<file path="config.mk">
export PLATFORM = sky130hd
export DESIGN_NAME = ext_int_gen_flat
export DESIGN_NICKNAME = d
export VERILOG_FILES = /design/src/rtl/ext_int_gen_if.sv /design/src/rtl/ext_int_gen.sv /design/src/flat_wrapper.sv
export SDC_FILE = /design/constraint.sdc
export NUM_CORES = 1
export LEC_CHECK = 0
export ABC_AREA = 0
export CAP_MARGIN = 5
export CORE_ASPECT_RATIO = 0.7
export CORE_MARGIN = 2
export CORE_UTILIZATION = 25
export CTS_BUF_LIST = sky130_fd_sc_hd__clkbuf_16
export DETAILED_ROUTE_END_ITERATION = 6
export PLACE_DENSITY = 0.5
export SYNTH_ARGS = -nofsm -noshare
export SYNTH_HDL_FRONTEND = slang
export SYNTH_SLANG_ARGS = --single-unit
</file>
<file path="constraint.sdc">
create_clock -name cp2 -period 6.6 [get_ports cp2]
set_clock_uncertainty 0.1 [all_clocks]
set_input_delay 1.32 -clock cp2 [delete_from_list [all_inputs] [get_ports cp2]]
set_output_delay 1.32 -clock cp2 [all_outputs]
set_load 0.005 [all_outputs]
</file>
<file path="src/rtl/ext_int_gen_if.sv">
// ext_int_gen_if: core I/O bus, extended RAM bus and interrupt-acknowledge path
interface ext_int_gen_if;
    logic [5:0]  IO_Addr;
    logic        iore;
    logic        iowe;
    logic [11:0] ram_Addr;
    logic        ramre;
    logic        ramwe;
    logic [7:0]  dbus_in;
    logic [7:0]  dbus_out;
    logic        out_en;
    logic [5:0]  irqack_addr;
    logic        irqack;
    modport master (
        output IO_Addr, iore, iowe, ram_Addr, ramre, ramwe, dbus_in, irqack_addr, irqack,
        input  dbus_out, out_en
    );
    modport slave (
        input  IO_Addr, iore, iowe, ram_Addr, ramre, ramwe, dbus_in, irqack_addr, irqack,
        output dbus_out, out_en
    );
endinterface

</file>
<file path="src/rtl/ext_int_gen.sv">
// ext_int_gen: external (sense-configurable, optionally filtered) and pin-change interrupt controller
module ext_int_gen #(
    parameter int          NUM_INT        = 2,
    parameter int          NUM_PCGRP      = 4,
    parameter int          FILT_CYC       = 0,
    parameter logic [11:0] EICRA_Address  = 12'h069,
    parameter logic [11:0] EICRB_Address  = 12'h06A,
    parameter logic [11:0] PCICR_Address  = 12'h068,
    parameter logic [11:0] PCMSK0_Address = 12'h06B,
    parameter logic [5:0]  EIFR_Address   = 6'h1C,
    parameter logic [5:0]  EIMSK_Address  = 6'h1D,
    parameter logic [5:0]  PCIFR_Address  = 6'h1B,
    parameter logic [5:0]  EXT_IRQ_BASE   = 6'h01,
    parameter logic [5:0]  PC_IRQ_BASE    = 6'h03
) (
    input  logic                   cp2,
    input  logic                   ireset,
    ext_int_gen_if.slave           bus,
    input  logic [NUM_INT-1:0]     EXTINT,
    input  logic [8*NUM_PCGRP-1:0] PCIN,
    output logic [NUM_INT-1:0]     ExtIntIRQ,
    output logic [NUM_PCGRP-1:0]   PCIntIRQ,
    output logic [NUM_INT-1:0]     INT_EN,
    output logic [NUM_PCGRP-1:0]   PCIE,
    output logic [8*NUM_PCGRP-1:0] PCINT
);
    localparam logic [15:0] EICR_MASK = 16'((1 << (2 * NUM_INT)) - 1);

    logic [NUM_INT-1:0]            ext_s1_q, ext_s2_q, f_q, f_d, f_dly_q;
    logic [NUM_INT-1:0][7:0]       cnt_q, cnt_d;
    logic [8*NUM_PCGRP-1:0]        pc_s1_q, pc_s2_q, pc_s2_dly_q;
    logic [NUM_PCGRP-1:0]          pc_chg_q, pc_chg_d;
    logic [15:0]                   eicr_q, eicr_d;
    logic [NUM_INT-1:0]            eimsk_q, eimsk_d, eifr_q, eifr_d;
    logic [NUM_PCGRP-1:0]          pcicr_q, pcicr_d, pcifr_q, pcifr_d;
    logic [NUM_PCGRP-1:0][7:0]     pcmsk_q, pcmsk_d;
    logic [NUM_INT-1:0]            level, ext_set, ext_clr;
    logic [NUM_PCGRP-1:0]          pc_clr;
    logic                          wr_eifr, wr_pcifr;

    assign wr_eifr  = bus.iowe && bus.IO_Addr == EIFR_Address;
    assign wr_pcifr = bus.iowe && bus.IO_Addr == PCIFR_Address;

    // glitch filter: f follows s2 only after it has differed for FILT_CYC consecutive cycles
    always_comb begin
        f_d   = f_q;
        cnt_d = '0;
        for (int i = 0; i < NUM_INT; i++) begin
            if (FILT_CYC == 0)
                f_d[i] = ext_s2_q[i];
            else if (ext_s2_q[i] != f_q[i]) begin
                if (cnt_q[i] == 8'(FILT_CYC - 1))
                    f_d[i] = ext_s2_q[i];
                else
                    cnt_d[i] = cnt_q[i] + 8'd1;
            end
        end
    end

    // sense decode and external flag update (a hardware set beats a same-cycle clear)
    always_comb begin
        level   = '0;
        ext_set = '0;
        ext_clr = '0;
        eifr_d  = '0;
        for (int i = 0; i < NUM_INT; i++) begin
            level[i]   = eicr_q[2*i +: 2] == 2'b00;
            ext_set[i] = (eicr_q[2*i +: 2] == 2'b01) ? f_q[i] ^ f_dly_q[i] :
                         (eicr_q[2*i +: 2] == 2'b10) ? ~f_q[i] & f_dly_q[i] :
                         (eicr_q[2*i +: 2] == 2'b11) ? f_q[i] & ~f_dly_q[i] : 1'b0;
            ext_clr[i] = (wr_eifr && bus.dbus_in[i]) ||
                         (bus.irqack && bus.irqack_addr == EXT_IRQ_BASE + 6'(i));
            eifr_d[i]  = ext_set[i] | (eifr_q[i] & ~ext_clr[i]);
        end
    end

    // pin-change detect on masked synchronised pins and group flag update
    always_comb begin
        pc_chg_d = '0;
        pc_clr   = '0;
        pcifr_d  = '0;
        for (int g = 0; g < NUM_PCGRP; g++) begin
            pc_chg_d[g] = |((pc_s2_q[8*g +: 8] ^ pc_s2_dly_q[8*g +: 8]) & pcmsk_q[g]);
            pc_clr[g]   = (wr_pcifr && bus.dbus_in[g]) ||
                          (bus.irqack && bus.irqack_addr == PC_IRQ_BASE + 6'(g));
            pcifr_d[g]  = pc_chg_q[g] | (pcifr_q[g] & ~pc_clr[g]);
        end
    end

    // control and mask register writes; unimplemented bits are dropped
    always_comb begin
        eicr_d = eicr_q;
        if (bus.ramwe && bus.ram_Addr == EICRA_Address)
            eicr_d[7:0] = bus.dbus_in;
        if (NUM_INT > 4 && bus.ramwe && bus.ram_Addr == EICRB_Address)
            eicr_d[15:8] = bus.dbus_in;
        eicr_d  = eicr_d & EICR_MASK;
        eimsk_d = (bus.iowe && bus.IO_Addr == EIMSK_Address) ? bus.dbus_in[NUM_INT-1:0] : eimsk_q;
        pcicr_d = (bus.ramwe && bus.ram_Addr == PCICR_Address) ? bus.dbus_in[NUM_PCGRP-1:0] : pcicr_q;
        for (int g = 0; g < NUM_PCGRP; g++)
            pcmsk_d[g] = (bus.ramwe && bus.ram_Addr == PCMSK0_Address + 12'(g)) ? bus.dbus_in : pcmsk_q[g];
    end

    // read mux: I/O space wins over RAM space; level-mode lines always read 0 in EIFR
    always_comb begin
        bus.dbus_out = 8'd0;
        bus.out_en   = 1'b0;
        if (bus.iore) begin
            if (bus.IO_Addr == EIFR_Address) begin
                bus.dbus_out = 8'(eifr_q & ~level);
                bus.out_en   = 1'b1;
            end else if (bus.IO_Addr == EIMSK_Address) begin
                bus.dbus_out = 8'(eimsk_q);
                bus.out_en   = 1'b1;
            end else if (bus.IO_Addr == PCIFR_Address) begin
                bus.dbus_out = 8'(pcifr_q);
                bus.out_en   = 1'b1;
            end
        end else if (bus.ramre) begin
            if (bus.ram_Addr == EICRA_Address) begin
                bus.dbus_out = eicr_q[7:0];
                bus.out_en   = 1'b1;
            end else if (NUM_INT > 4 && bus.ram_Addr == EICRB_Address) begin
                bus.dbus_out = eicr_q[15:8];
                bus.out_en   = 1'b1;
            end else if (bus.ram_Addr == PCICR_Address) begin
                bus.dbus_out = 8'(pcicr_q);
                bus.out_en   = 1'b1;
            end
            for (int g = 0; g < NUM_PCGRP; g++)
                if (bus.ram_Addr == PCMSK0_Address + 12'(g)) begin
                    bus.dbus_out = pcmsk_q[g];
                    bus.out_en   = 1'b1;
                end
        end
    end

    // state registers, all cleared asynchronously
    always_ff @(posedge cp2 or posedge ireset)
        if (ireset) begin
            ext_s1_q    <= '0;
            ext_s2_q    <= '0;
            f_q         <= '0;
            f_dly_q     <= '0;
            cnt_q       <= '0;
            pc_s1_q     <= '0;
            pc_s2_q     <= '0;
            pc_s2_dly_q <= '0;
            pc_chg_q    <= '0;
            eicr_q      <= '0;
            eimsk_q     <= '0;
            eifr_q      <= '0;
            pcicr_q     <= '0;
            pcifr_q     <= '0;
            pcmsk_q     <= '0;
        end else begin
            ext_s1_q    <= EXTINT;
            ext_s2_q    <= ext_s1_q;
            f_q         <= f_d;
            f_dly_q     <= f_q;
            cnt_q       <= cnt_d;
            pc_s1_q     <= PCIN;
            pc_s2_q     <= pc_s1_q;
            pc_s2_dly_q <= pc_s2_q;
            pc_chg_q    <= pc_chg_d;
            eicr_q      <= eicr_d;
            eimsk_q     <= eimsk_d;
            eifr_q      <= eifr_d;
            pcicr_q     <= pcicr_d;
            pcifr_q     <= pcifr_d;
            pcmsk_q     <= pcmsk_d;
        end

    assign ExtIntIRQ = eimsk_q & ((level & ~f_q) | (~level & eifr_q));
    assign PCIntIRQ  = pcifr_q & pcicr_q;
    assign INT_EN    = eimsk_q;
    assign PCIE      = pcicr_q;
    assign PCINT     = pcmsk_q;
endmodule

</file>
<file path="src/flat_wrapper.sv">
// flat-port wrapper written by rule: the top's interface ports become plain ports
module ext_int_gen_flat 
#(
    parameter int          NUM_INT        = 2,
    parameter int          NUM_PCGRP      = 4,
    parameter int          FILT_CYC       = 0,
    parameter logic [11:0] EICRA_Address  = 12'h069,
    parameter logic [11:0] EICRB_Address  = 12'h06A,
    parameter logic [11:0] PCICR_Address  = 12'h068,
    parameter logic [11:0] PCMSK0_Address = 12'h06B,
    parameter logic [5:0]  EIFR_Address   = 6'h1C,
    parameter logic [5:0]  EIMSK_Address  = 6'h1D,
    parameter logic [5:0]  PCIFR_Address  = 6'h1B,
    parameter logic [5:0]  EXT_IRQ_BASE   = 6'h01,
    parameter logic [5:0]  PC_IRQ_BASE    = 6'h03
)
  (cp2, ireset, EXTINT, PCIN, ExtIntIRQ, PCIntIRQ, INT_EN, PCIE, PCINT, bus_IO_Addr, bus_iore, bus_iowe, bus_ram_Addr, bus_ramre, bus_ramwe, bus_dbus_in, bus_irqack_addr, bus_irqack, bus_dbus_out, bus_out_en);
  ext_int_gen_if bus_i ();
  input  logic cp2;
  input  logic ireset;
  input  logic [NUM_INT-1:0] EXTINT;
  input  logic [8*NUM_PCGRP-1:0] PCIN;
  output logic [NUM_INT-1:0] ExtIntIRQ;
  output logic [NUM_PCGRP-1:0] PCIntIRQ;
  output logic [NUM_INT-1:0] INT_EN;
  output logic [NUM_PCGRP-1:0] PCIE;
  output logic [8*NUM_PCGRP-1:0] PCINT;
  input wire logic [$bits(bus_i.IO_Addr)-1:0] bus_IO_Addr;
  input wire logic [$bits(bus_i.iore)-1:0] bus_iore;
  input wire logic [$bits(bus_i.iowe)-1:0] bus_iowe;
  input wire logic [$bits(bus_i.ram_Addr)-1:0] bus_ram_Addr;
  input wire logic [$bits(bus_i.ramre)-1:0] bus_ramre;
  input wire logic [$bits(bus_i.ramwe)-1:0] bus_ramwe;
  input wire logic [$bits(bus_i.dbus_in)-1:0] bus_dbus_in;
  input wire logic [$bits(bus_i.irqack_addr)-1:0] bus_irqack_addr;
  input wire logic [$bits(bus_i.irqack)-1:0] bus_irqack;
  output wire logic [$bits(bus_i.dbus_out)-1:0] bus_dbus_out;
  output wire logic [$bits(bus_i.out_en)-1:0] bus_out_en;
  assign bus_i.IO_Addr = bus_IO_Addr;
  assign bus_i.iore = bus_iore;
  assign bus_i.iowe = bus_iowe;
  assign bus_i.ram_Addr = bus_ram_Addr;
  assign bus_i.ramre = bus_ramre;
  assign bus_i.ramwe = bus_ramwe;
  assign bus_i.dbus_in = bus_dbus_in;
  assign bus_i.irqack_addr = bus_irqack_addr;
  assign bus_i.irqack = bus_irqack;
  assign bus_dbus_out = bus_i.dbus_out;
  assign bus_out_en = bus_i.out_en;
  ext_int_gen #(.NUM_INT(NUM_INT), .NUM_PCGRP(NUM_PCGRP), .FILT_CYC(FILT_CYC), .EICRA_Address(EICRA_Address), .EICRB_Address(EICRB_Address), .PCICR_Address(PCICR_Address), .PCMSK0_Address(PCMSK0_Address), .EIFR_Address(EIFR_Address), .EIMSK_Address(EIMSK_Address), .PCIFR_Address(PCIFR_Address), .EXT_IRQ_BASE(EXT_IRQ_BASE), .PC_IRQ_BASE(PC_IRQ_BASE)) u_core (.cp2(cp2), .ireset(ireset), .bus(bus_i), .EXTINT(EXTINT), .PCIN(PCIN), .ExtIntIRQ(ExtIntIRQ), .PCIntIRQ(PCIntIRQ), .INT_EN(INT_EN), .PCIE(PCIE), .PCINT(PCINT));
endmodule
</file>
==> impl_summary.txt <==
----------------------------------------------------
[Pwr]
  Power per Cell Area ... around 250 nW/um^2
  Peak supply drop ... 0.000121 V
  Switching power summed over all nets ... 0.475 mW
  Share of power burned in combinational logic ... about 6.4%
  Switching share of power ... roughly a quarter
  Sequential group share of total power ... approximately 51%
  Leak ... between 3 and 4 nW
  Clock network fraction of total power ... 42.8%
  Power, Total ... between 2 and 2.5 mW
  Internal power ... approximately 1.6 mW

[Clock tree]
  Hold_buf cts ... 0
  Number of clock buffers inserted by TritonCTS ... 17
  Insertion delay to the later sink of the worst-skew pair ... around 0.42 ns
  Gates resized, CTS repair ... 0
  Maximum buffer depth of the clock tree ... 2
  Clock Sink Count ... approximately 160
  Post-CTS Setup Bufs ... 0
  CTS root buf ... clkbuf_16
  Clock-pin slew reported for the worst setup and hold paths after clock tree synthesis ... ~0.06 ns
  Maximum level of the CTS H-tree ... 4
  Clock tree from TritonCTS ... yes

[Floorplan]
  Effective utilization at floorplan ... about 26%
  Core Footprint ... between 20000 and 25000 um^2
  Die area ... ~25000 um^2
  Number of placed I/O pins ... 126
  Standard-cell rows ... 46
  Chip width ... roughly 190 um
  Height of the die ... between 100 and 150 um

[Synth]
  Number of synthesized flops with an enable pin ... 0
  Cells taking the most area after synthesis ... dfrtp_1, mux2_2, xor2_1, mux2_4, a22oi_1
  Dominant synthesized flop cell ... dfrtp_1
  Most numerous cell in the Yosys netlist ... dfrtp_1
  Number of warnings printed during yosys synthesis ... 0
  Area fraction of the dominant cell type after synthesis ... between 60% and 70%
  Yosys top cell by area ... dfrtp_1
  Syn nets ... 474
  Post-synthesis sequential area ratio ... between 60 and 70%
  Syn Std Cell Area ... roughly 6000 um^2
  Number of storage elements in the synthesis netlist ... about 160
  Async set-reset flop share out of synthesis ... 100%
  Synthesized area per cell ... between 10 and 15 um^2
  Top cell types by occurrence after synthesis ... dfrtp_1, xor2_1, mux2_2, a22oi_1, o21ai_0
  Count of mapped cells out of synthesis ... between 300 and 400
  Number of different library cells in the post-synthesis netlist ... between 40 and 50

[STA]
  Highest attainable clock frequency ... between 150 and 200 MHz
  Final count of pins violating max slew ... 0
  Setup ws final ... 1.22 ns
  Minimum clock period ... 5.38 ns
  RSZ-0062 raised after global routing ... no
  Final worst-path cycle share ... between 80 and 90%
  Hold Vio Cnt, Final ... 0
  Worst-case headroom to the max-slew limit ... 36.8%
  Final setup vio count ... 0
  Transition time of the tightest slew-check pin ... 0.941 ns
  Sum of negative setup slack ... 0 ns

[Route]
  Number of nets with antenna violations after detailed routing ... 0
  Number of vias per cell after detailed routing ... 4.34
  Vias post-DR ... 3715
  Detailed router's first-iteration violation count ... around 220
  Post-detailed-route wirelength per cell ... about 18 um
  Overall routed net length ... between 15 and 20 mm
  Length of the first detailed-routing pass in iterations ... 5
  DRC Markers ... 0

[Setup path]
  Capturing element type of the critical path ... primary output
  Arrival time of the worst setup path ... 3.96 ns
  Element type at the critical path start ... primary input
  Data required time of the worst path ... 5.18 ns
  Type of the worst setup path ... primary input to primary output
  Peak fanout along the critical path ... 17

[GRT]
  Vias in the first global route ... approximately 4000
  First-pass GRT wire length ... about 24 mm
  Total global-route track usage ... between 10% and 20%
  Maximum number of pins on one net before global-route repair ... around 110
  Number of antenna violations at the first check in global routing ... 1
  Global-route congestion overflow total ... 0

[Finish]
  Share of final-layout standard cells stronger than drive strength 1 ... between 10% and 20%
  Synthesis-to-finish area growth ... 35.8%
  NumNets Final ... ~610
  Cell Count, Final, Fillers Out ... approximately 860
  Final cell area excluding filler cells ... approximately 8000 um^2
  Antenna diodes ... 0

[Placement]
  Number of I/O port buffers ... between 100 and 150
  Number of placed instances, taps included ... between 800 and 900
  Half-perimeter wire length after detailed placement ... 11.5 mm
  Worst setup slack after placement ... approximately 1.2 ns
  Standard cell area after detailed placement ... between 7000 and 8000 um^2
  Last weighted congestion value of the routability-driven placer ... just over 0.8

[Outcome]
  Result of the run ... complete, no violations

[Min path]
  Kind of path behind the tightest hold check ... register to register

[Run]
  Maxcap violations ... 0

----------------------------------------------------
==> placed cells by master (no fill, tap or decap), types with 6 or more instances in the layout <==
cell type,instances
nand2_1,9
clkdlybuf4s50_1,125
a22o_1,6
dfrtp_1,156
mux2_4,16
o21ai_0,17
mux2_2,28
nand3b_1,7
nand3_1,11
mux2i_1,7
inv_1,10
a22oi_1,20
and2_1,6
nor2b_1,6
xor2_1,32
clkbuf_16,17
a31o_2,6
==> routing by layer <==
| metal | track usage (%) | share of wire [%] | routed length, um | up-vias |
|---|---|---|---|---|
| li1 | - | - | - | 1681 |
| met1 | 18.6 | 49 | 7490 | 1871 |
| met2 | 18.0 | 41 | 6250 | 141 |
| met3 | 5.03 | 8.7 | 1330 | 20 |
| met4 | 3.31 | 1.2 | 180 | 2 |
| met5 | 0 | 0.085 | 13 | - |
==> power by group through the flow <==
stage / clock, mW / sequential, mW / combinational, mW
6_report: 0.868 / 1.03 / 0.130
3_5_place_dp: 0 / 1.05 / 0.132
2_1_floorplan: 0 / 1.04 / 0.0590
5_1_grt: 0.937 / 1.03 / 0.144
4_1_cts: 0.892 / 1.03 / 0.133
3_3_place_gp: 0 / 1.04 / 0.130
==> sequential cells by signal (all words and copies together), names as in the netlist <==
signal              cells
u_core.INT_EN           2
u_core.PCIE             4
u_core.PCINT           32
u_core.eicr_q           4
u_core.eifr_q           2
u_core.ext_s1_q         2
u_core.ext_s2_q         2
u_core.f_dly_q          2
u_core.f_q              2
u_core.pc_chg_q         4
u_core.pc_s1_q         32
u_core.pc_s2_dly_q     32
u_core.pc_s2_q         32
u_core.pcifr_q          4
==> cell type report <==
class	count	area, um^2
multi-input cells	218	1860
flip-flops and latches	156	3900
inverters	11	46.3
clock inverters	15	98.8
fillers	2244	14900
clock buffers	17	425
repair buffers	127	1270
well taps	312	390
==> worst max-delay path, stage by stage <==
cell and delay [ns]:
clkdlybuf4s50_1 0.73, nor2b_1 0.66, o21ai_0 0.24, o221a_2 0.20, o32ai_2 0.25, clkdlybuf4s50_1 0.57
==> metrics by stage <==
stage	hold WS, ns	util (%)
2_1_floorplan	0.231	-
3_3_place_gp	0.236	32.7
3_5_place_dp	0.236	32.7
4_1_cts	0.250	35.0
5_1_grt	0.256	35.0
6_report	0.248	35.0
==> worst paths after layout <==
kind                       depth (start not counted)  slack, ns            endpoint               from
setup / recovery                                   6       1.22     bus_dbus_out[0]    bus_ram_Addr[0]
hold / removal                                     0       0.25   u_core.pc_s2_q[2]  u_core.pc_s1_q[2]
setup reg to reg                                   5       5.25    u_core.eifr_q[1]      u_core.f_q[1]
hold reg to reg                                    0       0.25   u_core.pc_s2_q[2]  u_core.pc_s1_q[2]
max in group asynchronous                          3       3.80     u_core.PCINT[9]             ireset
min in group asynchronous                          2       1.35  u_core.pc_s1_q[15]             ireset
==> logic make-up (layout without fill, tap and decap cells) <==
kind of cell	count (synthesis)	count (layout)	share of synthesized area, %
DFF	156	156	66.4
xor gates and xnor gates	32	32	4.76
buffers and inverters	23	170	2.06
AOI/OAI and AO/OA	65	65	8.06
muxes	51	51	10.6
adders and majority gates	4	4	0.851
and+or+nand+nor	66	66	7.27
(Power assumes the default switching activity.)
